===== src/rtl/instruction_fetch_if.sv =====
// Instruction-memory fetch handshake: req/addr from the fetch stage, ack/rdata from memory.
// ack may arrive in the same cycle as req, and rdata is only meaningful while ack is high.
interface instruction_fetch_if;
  logic        req;
  logic [31:0] addr;
  logic        ack;
  logic [31:0] rdata;

  modport master (output req, output addr, input ack, input rdata);
  modport slave  (input req, input addr, output ack, output rdata);
endinterface


===== src/rtl/instruction_fetch.sv =====
// Pipeline front end: owns the PC, fetches words over a req/ack handshake and drives IF/ID.
// Honours hazard freeze and execute-stage branch redirects; tolerates variable memory latency.
//
//   state | meaning
//   FETCH | request outstanding at fetch_addr_q
//   STALL | word fetched under freeze, parked in skid buffer, no request
//   DRAIN | outstanding request must complete and be discarded, then jump to pend_addr_q
module instruction_fetch #(
  parameter logic [31:0] RESET_PC = 32'h0000_0000,
  parameter logic [31:0] BUBBLE   = 32'hE1A0_0000
) (
  input  logic                       clk_i,
  input  logic                       rst_i,
  input  logic                       freeze_i,
  input  logic                       branch_taken_i,
  input  logic [31:0]                branch_address_i,
  instruction_fetch_if.master        imem_if,
  output logic [31:0]                instruction_o,
  output logic [31:0]                pc_out_o,
  output logic                       if_valid_o
);

  typedef enum logic [1:0] {
    FETCH = 2'd0,
    STALL = 2'd1,
    DRAIN = 2'd2
  } state_e;

  state_e      state_q, state_d;
  logic [31:0] fetch_addr_q, fetch_addr_d;
  logic [31:0] pend_addr_q, pend_addr_d;
  logic [31:0] skid_word_q, skid_word_d;
  logic [31:0] instr_q, instr_d;
  logic [31:0] pc_q, pc_d;
  logic        valid_q, valid_d;

  logic        req;
  logic        ack_seen;
  logic [31:0] br_target;
  logic [31:0] fetch_addr_inc;

  assign req            = (state_q != STALL);
  assign ack_seen       = req && imem_if.ack;
  assign br_target      = {branch_address_i[31:2], 2'b00};
  assign fetch_addr_inc = fetch_addr_q + 32'd4;

  assign imem_if.req  = req;
  assign imem_if.addr = fetch_addr_q;

  assign instruction_o = instr_q;
  assign pc_out_o      = pc_q;
  assign if_valid_o    = valid_q;

  always_ff @(posedge clk_i) begin
    if (rst_i) begin
      state_q      <= FETCH;
      fetch_addr_q <= RESET_PC;
      pend_addr_q  <= 32'd0;
      skid_word_q  <= 32'd0;
      instr_q      <= BUBBLE;
      pc_q         <= 32'd0;
      valid_q      <= 1'b0;
    end else begin
      state_q      <= state_d;
      fetch_addr_q <= fetch_addr_d;
      pend_addr_q  <= pend_addr_d;
      skid_word_q  <= skid_word_d;
      instr_q      <= instr_d;
      pc_q         <= pc_d;
      valid_q      <= valid_d;
    end
  end

  always_comb begin
    state_d      = state_q;
    fetch_addr_d = fetch_addr_q;
    pend_addr_d  = pend_addr_q;
    skid_word_d  = skid_word_q;
    instr_d      = instr_q;
    pc_d         = pc_q;
    valid_d      = valid_q;

    if (branch_taken_i) begin
      // Redirect beats freeze and ack; pc_out is left as-is under the bubble.
      instr_d = BUBBLE;
      valid_d = 1'b0;
      if (state_q == STALL || ack_seen) begin
        fetch_addr_d = br_target;
        state_d      = FETCH;
      end else begin
        pend_addr_d = br_target;
        state_d     = DRAIN;
      end
    end else begin
      unique case (state_q)
        FETCH: begin
          if (ack_seen && freeze_i) begin
            skid_word_d = imem_if.rdata;
            state_d     = STALL;
          end else if (ack_seen) begin
            instr_d      = imem_if.rdata;
            pc_d         = fetch_addr_inc;
            valid_d      = 1'b1;
            fetch_addr_d = fetch_addr_inc;
          end else if (!freeze_i) begin
            instr_d = BUBBLE;
            valid_d = 1'b0;
          end
        end
        STALL: begin
          if (!freeze_i) begin
            instr_d      = skid_word_q;
            pc_d         = fetch_addr_inc;
            valid_d      = 1'b1;
            fetch_addr_d = fetch_addr_inc;
            state_d      = FETCH;
          end
        end
        DRAIN: begin
          if (ack_seen) begin
            fetch_addr_d = pend_addr_q;
            state_d      = FETCH;
          end
          if (!freeze_i) begin
            instr_d = BUBBLE;
            valid_d = 1'b0;
          end
        end
        default: begin
          state_d = FETCH;
        end
      endcase
    end
  end

endmodule


===== src/flat_wrapper.sv =====
// flat-port wrapper written by rule: the top's interface ports become plain ports
module instruction_fetch_flat 
#(
  parameter logic [31:0] RESET_PC = 32'h0000_0000,
  parameter logic [31:0] BUBBLE   = 32'hE1A0_0000
)
  (clk_i, rst_i, freeze_i, branch_taken_i, branch_address_i, instruction_o, pc_out_o, if_valid_o, imem_if_req, imem_if_addr, imem_if_ack, imem_if_rdata);
  instruction_fetch_if imem_if_i ();
  input  logic clk_i;
  input  logic rst_i;
  input  logic freeze_i;
  input  logic branch_taken_i;
  input  logic [31:0] branch_address_i;
  output logic [31:0] instruction_o;
  output logic [31:0] pc_out_o;
  output logic if_valid_o;
  output wire logic [$bits(imem_if_i.req)-1:0] imem_if_req;
  output wire logic [$bits(imem_if_i.addr)-1:0] imem_if_addr;
  input wire logic [$bits(imem_if_i.ack)-1:0] imem_if_ack;
  input wire logic [$bits(imem_if_i.rdata)-1:0] imem_if_rdata;
  assign imem_if_req = imem_if_i.req;
  assign imem_if_addr = imem_if_i.addr;
  assign imem_if_i.ack = imem_if_ack;
  assign imem_if_i.rdata = imem_if_rdata;
  instruction_fetch #(.RESET_PC(RESET_PC), .BUBBLE(BUBBLE)) u_core (.clk_i(clk_i), .rst_i(rst_i), .freeze_i(freeze_i), .branch_taken_i(branch_taken_i), .branch_address_i(branch_address_i), .imem_if(imem_if_i), .instruction_o(instruction_o), .pc_out_o(pc_out_o), .if_valid_o(if_valid_o));
endmodule

===== config.mk =====
export PLATFORM = sky130hd
export DESIGN_NAME = instruction_fetch_flat
export DESIGN_NICKNAME = d
export VERILOG_FILES = /design/src/rtl/instruction_fetch_if.sv /design/src/rtl/instruction_fetch.sv /design/src/flat_wrapper.sv
export SDC_FILE = /design/constraint.sdc
export NUM_CORES = 1
export LEC_CHECK = 0
export BUFFER_PORTS_ARGS = -buffer_cell sky130_fd_sc_hd__buf_2
export CORE_MARGIN = 2
export CORE_UTILIZATION = 50
export DETAILED_ROUTE_END_ITERATION = 6
export PLACE_DENSITY = 0.75
export SYNTH_ARGS = -nofsm -noshare
export SYNTH_HDL_FRONTEND = slang
export SYNTH_SLANG_ARGS = --single-unit

===== constraint.sdc =====
create_clock -name clk_i -period 6.3 [get_ports clk_i]
set_input_delay 0.315 -clock clk_i [delete_from_list [all_inputs] [get_ports clk_i]]
set_output_delay 0.315 -clock clk_i [all_outputs]
set_load 0.02 [all_outputs]

== After elaboration in Yosys (flattened, before gate mapping) ==
Index checks and enable logic that the tools add are counted.

* Flip-flop bits (word level): 161
* Input port bits: 69
* Output and inout bits: 98
* Logic and storage cells: 60

* Reductions and logical operators: 14
* Equality and inequality tests: 12
* Bitwise gates (word level): 2
* $add $sub $neg: 1
* Multiplexer cells: 24

{| class="wikitable"
|+ Operators with widths
! operator !! count
|-
| 32-bit two-way mux || 10
|-
| 32-bit case mux with 3 select lines || 2
|-
| 32-bit case mux with 2 select lines || 1
|-
| 32-bit by 3-bit adder with 32-bit output (second input constant) || 1
|-
| 2-bit two-way mux || 5
|-
| 3-bit by 2-bit != test with 1-bit output (second input constant) || 3
|-
| 3-bit AND reduction || 3
|-
| 2-bit by 1-bit != test with 1-bit output (second input constant) || 3
|-
| 3-bit != test (second input constant) || 2
|-
| 2-bit case mux with 3 select lines || 1
|-
| 6-bit AND reduction || 1
|-
| 5-bit AND reduction || 1
|-
| 1-bit two-way mux || 4
|-
| 2-bit != test (second input constant) || 2
|-
| 4-bit nonzero test || 1
|-
| 1-bit case mux with 3 select lines || 1
|-
| 3-bit nonzero test || 1
|-
| 2-bit by 1-bit equality test with 1-bit output (second input constant) || 1
|-
| 2-bit equality test (second input constant) || 1
|-
| 1-bit logical AND || 2
|-
| 2-bit zero test || 1
|-
| 1-bit inverter || 2
|-
| 2-bit AND reduction || 1
|-
| 2-bit nonzero test || 1
|-
| other kinds (2) || 2
|}

== Longest topological paths before layout ==
* Word-level depth: 6
* Gate-level depth with buffers: 10
* Gate-level depth less buffers: 7

== Worst setup path before layout ==
OpenSTA, ideal clock, no wires.

* Path type: register to register
* From: reg u_core.state_q[0]
* To: reg u_core.fetch_addr_q[17], in the netlist u_core.imem_if.addr[17]
* Arrival time: 2.159 ns
* Setup slack: 4.045 ns
* Clock period less this slack: 2.255 ns
* Data required time: 6.205 ns
* Stages on the path, launching flop included: 10
* Cell sequence: dfxtp_1 -> inv_1 -> ha_1 -> or3b_2 -> o211ai_1 -> o21a_1 -> buf_2 -> buf_2 -> o21ai_0 -> a221oi_1

* Cells in the longest elaborated chain, start to end: 5

{| class="wikitable"
|+ Ends and longest elaborated chain
! item !! RTL line !! RTL
|-
| start, declared || instruction_fetch.sv:29 || <nowiki>state_e state_q, state_d;</nowiki>
|-
| start signal, assigned || instruction_fetch.sv:64 || <nowiki>state_q <= state_d;</nowiki>
|-
| 2-bit by 1-bit != test with 1-bit output || instruction_fetch.sv:42 || <nowiki>assign req = (state_q != STALL);</nowiki>
|-
| 1-bit logical AND || instruction_fetch.sv:43 || <nowiki>assign ack_seen = req && imem_if.ack;</nowiki>
|-
| 1-bit logical AND / 1-bit logical OR (equally long branches) || instruction_fetch.sv:97, instruction_fetch.sv:87 ||
|-
| 3-bit != test (no line) / 2-bit by 1-bit != test with 1-bit output (equally long branches) || -- ||
|-
| 6-bit AND reduction (no line) || -- ||
|-
| end signal, assigned || instruction_fetch.sv:65 || <nowiki>fetch_addr_q <= fetch_addr_d;</nowiki>
|-
| end, declared || instruction_fetch.sv:30 || <nowiki>logic [31:0] fetch_addr_q, fetch_addr_d;</nowiki>
|}

Parallel ways exist; a longest one is shown, timed or not.
A chain may end at the register's enable or synchronous reset.

== Final worst setup path ==
* From: reg u_core.state_q[0]
* To: reg u_core.instr_q[2], in the netlist u_core.instruction_o[2]

* Cells in the longest elaborated chain, start to end: 5

{| class="wikitable"
|+ Ends and longest elaborated chain
! item !! RTL line !! RTL
|-
| 2-bit by 1-bit != test with 1-bit output || instruction_fetch.sv:42 ||
|-
| 1-bit logical AND || instruction_fetch.sv:43 ||
|-
| 32-bit two-way mux / 1-bit logical AND (equally long branches) || instruction_fetch.sv:100, instruction_fetch.sv:97 ||
|-
| 32-bit two-way mux / 2-bit != test (equally long branches) || -- ||
|-
| 32-bit case mux with 3 select lines / 3-bit AND reduction (equally long branches) || -- ||
|-
| end signal, assigned || instruction_fetch.sv:68 || <nowiki>instr_q <= instr_d;</nowiki>
|-
| end, declared || instruction_fetch.sv:33 || <nowiki>logic [31:0] instr_q, instr_d;</nowiki>
|}

Parallel ways exist; a longest one is shown, timed or not. The select of a mux whose other input is x is not followed.

==> results.json <==
{
  "hold_path.class": "input pin to register",
  "netlist.area_leader.share_pct": 42.2,
  "place_congestion": 0.875,
  "fin_cells": 1246,
  "fin_hold_ws_ns": 0.122,
  "synth_edf_count": 0,
  "ant_nets": 0,
  "synth_cell_types": 67,
  "synth_common_cells": "169 x nand2_1, 157 x dfxtp_1, 103 x nor2_1",
  "avgSynthCellArea_um2": 7.91,
  "cts-root-buf": "clkbuf_16",
  "grt_pass1_vias": 6571,
  "area_growth_pct": 18.7,
  "peakVddDrop_mv": 0.216,
  "final.period_utilization_pct": 45.2,
  "synth_mux_area_share_pct": 1.48,
  "layout.nets": 1121,
  "cts_resized": 0,
  "clockBufferDepth": 2,
  "port_buffers": 160,
  "synthXorXnorAreaFrac_pct": 3.06,
  "vias": 7126,
  "grt_pass1_wl_um": 33600,
  "status": "completed",
  "cts_setup_buffers": 0,
  "clk_pin_slew_worst_paths_ns": 0.07,
  "initial_utilization_pct": 51.2,
  "worstPathMaxFanout": 41,
  "chipHeight_um": 126,
  "rsz0062_at_grt": "no",
  "dp.cells": 1212,
  "finalSetupViolations": 0,
  "yosysSeqAreaShare_pct": 42.2,
  "grt-ovfl-total": 0,
  "grt_max_degree": 83,
  "grtUsageTotal_pct": 26.0,
  "total_power_w": 0.00252,
  "fp.coreArea_um2": 14500,
  "synth_most_common_cell": "nand2_1",
  "synth_warnings": 0,
  "synth-main-ff-cell": "dfxtp_1",
  "finalClockSkew_ns": 0.00891,
  "power_density_nw_per_um2": 285,
  "critPathKind": "register to register",
  "worst_pin_slew_ns": 1.16,
  "chipWidth_um": 126,
  "synth-adder-area-share_pct": 0.840,
  "finalWirelength_um": 21000,
  "cap_violations": 0,
  "dr.pass1.iters": 5,
  "fin_tns_setup_ns": 0,
  "place_hpwl_um": 13500,
  "insertion_delay_ns": 0.43,
  "leakagePower_nw": 3.48,
  "numCtsBuffers": 17,
  "postSynth.asyncResetShare_pct": 0,
  "start_kind": "register",
  "drive_gt1_share_pct": 21.2,
  "slew_headroom_pct": 22.3,
  "utilization_pct": 60.8,
  "synth-seq-cells": 157,
  "r2r_slack_ns": 3.45,
  "antenna_found_initial": 2,
  "cts_tree": "done",
  "period_needed_ns": 2.85,
  "timing.critical_path.required_ns": 6.60,
  "htree_levels": 4,
  "synth_cells": 941,
  "drc": 0,
  "synthSimpleGateAreaFrac_pct": 22.3,
  "drt_iter0_drc": 541,
  "slew_violations": 0,
  "arrival_ns": 3.15,
  "synth_compound_area_share_pct": 24.8,
  "end_kind": "register",
  "hold_buffers": 0,
  "avgRoutedWirePerCell_um": 16.8,
  "clock-sinks": 157,
  "synth_top_family_by_area": "compound AO/OA/AOI/OAI gates",
  "via_per_inst": 5.72,
  "yosysTopAreaCell": "dfxtp_1",
  "fmax_mhz": 351,
  "ys_top_cells_by_area": "dfxtp_1 42%, nand2_1 8.5%, a21oi_1 6.5%",
  "rows": 44,
  "design.die.area_um2": 15900,
  "ios": 167,
  "syn-cell-area_um2": 7450,
  "final_hold_viol_count": 0
}
==> worst max-delay path, stage by stage (launching register included) <==
cell and delay (ns):
dfxtp_1 0.36, inv_1 0.09, ha_1 0.29, a21o_1 0.22, a21oi_2 0.13, buf_4 0.40, nand2_1 0.70, a22oi_1 0.44
nor2_1 0.07
==> metal layers <==
layer | vias up | part of all wire [%] | track usage (%)
met2 | 289 | 47 | 41.2
met3 | 27 | 9.0 | 7.77
met5 | - | 0.053 | 0
met1 | 3276 | 42 | 33.6
met4 | 2 | 1.9 | 9.63
li1 | 3532 | - | -
==> power breakdown <==
group          leakage [nW]  switching, W  internal, W  total (W)
Sequential             1.28     0.0000534      0.00104    0.00110
Combinational          1.91      0.000233     0.000133   0.000367
Clock                 0.287      0.000455     0.000598    0.00105
==> area by class of cell <==
cell class / instances / area (um2)
multi-input combinational: 693 / 3950
sequential: 157 / 3140
fill: 1331 / 5690
timing repair buffer: 171 / 886
clock inverter: 15 / 178
clock buffer: 17 / 425
tap: 184 / 230
antenna: 2 / 5.00
inverter: 7 / 26.3
==> sequential cells by signal, indices dropped and copies added, names as in the netlist <==
signal and count:
u_core.skid_word_q 32, u_core.instruction_o 32, u_core.state_q 2, u_core.pend_addr_q 30, u_core.pc_out_o 30, u_core.if_valid_o 1
u_core.imem_if.addr 30
==> cell usage in the layout (no fill, tap or decap), types with 9 or more instances in the layout <==
master,count
dfxtp_1,157
o21ai_0,36
nor3_1,13
a21oi_1,96
buf_4,12
nand3_1,13
and3_1,12
a22oi_1,26
a22o_1,26
buf_2,159
nand2_1,169
nor2_1,102
nand2b_1,10
xnor2_1,17
xor2_1,9
clkbuf_16,17
mux2i_1,11
a211oi_1,33
==> kinds of logic after synthesis <==
group	after synthesis
other cells	1
mux	11
fa+ha+maj	5
compound gates	279
simple gates	368
xor+xnor	26
flops	157
buf+inv	94
==> through the flow <==
step / area, um2 / setup WS, ns
3_5_place_dp: 8230 / 3.38
6_report: 8840 / 3.45
4_1_cts: 8840 / 3.47
5_1_grt: 8840 / 3.23
3_3_place_gp: 8230 / 3.43
2_1_floorplan: 7460 / 4.05
==> worst paths after layout <==
check	start	endpoint	depth (start not counted)
min	imem_if_rdata[17]	u_core.skid_word_q[17]	3
min reg2reg	u_core.pend_addr_q[23]	u_core.pend_addr_q[23]	2
max reg2reg	u_core.state_q[0]	u_core.instruction_o[2]	8
max	u_core.state_q[0]	u_core.instruction_o[2]	8
(Power assumes the default switching activity.)
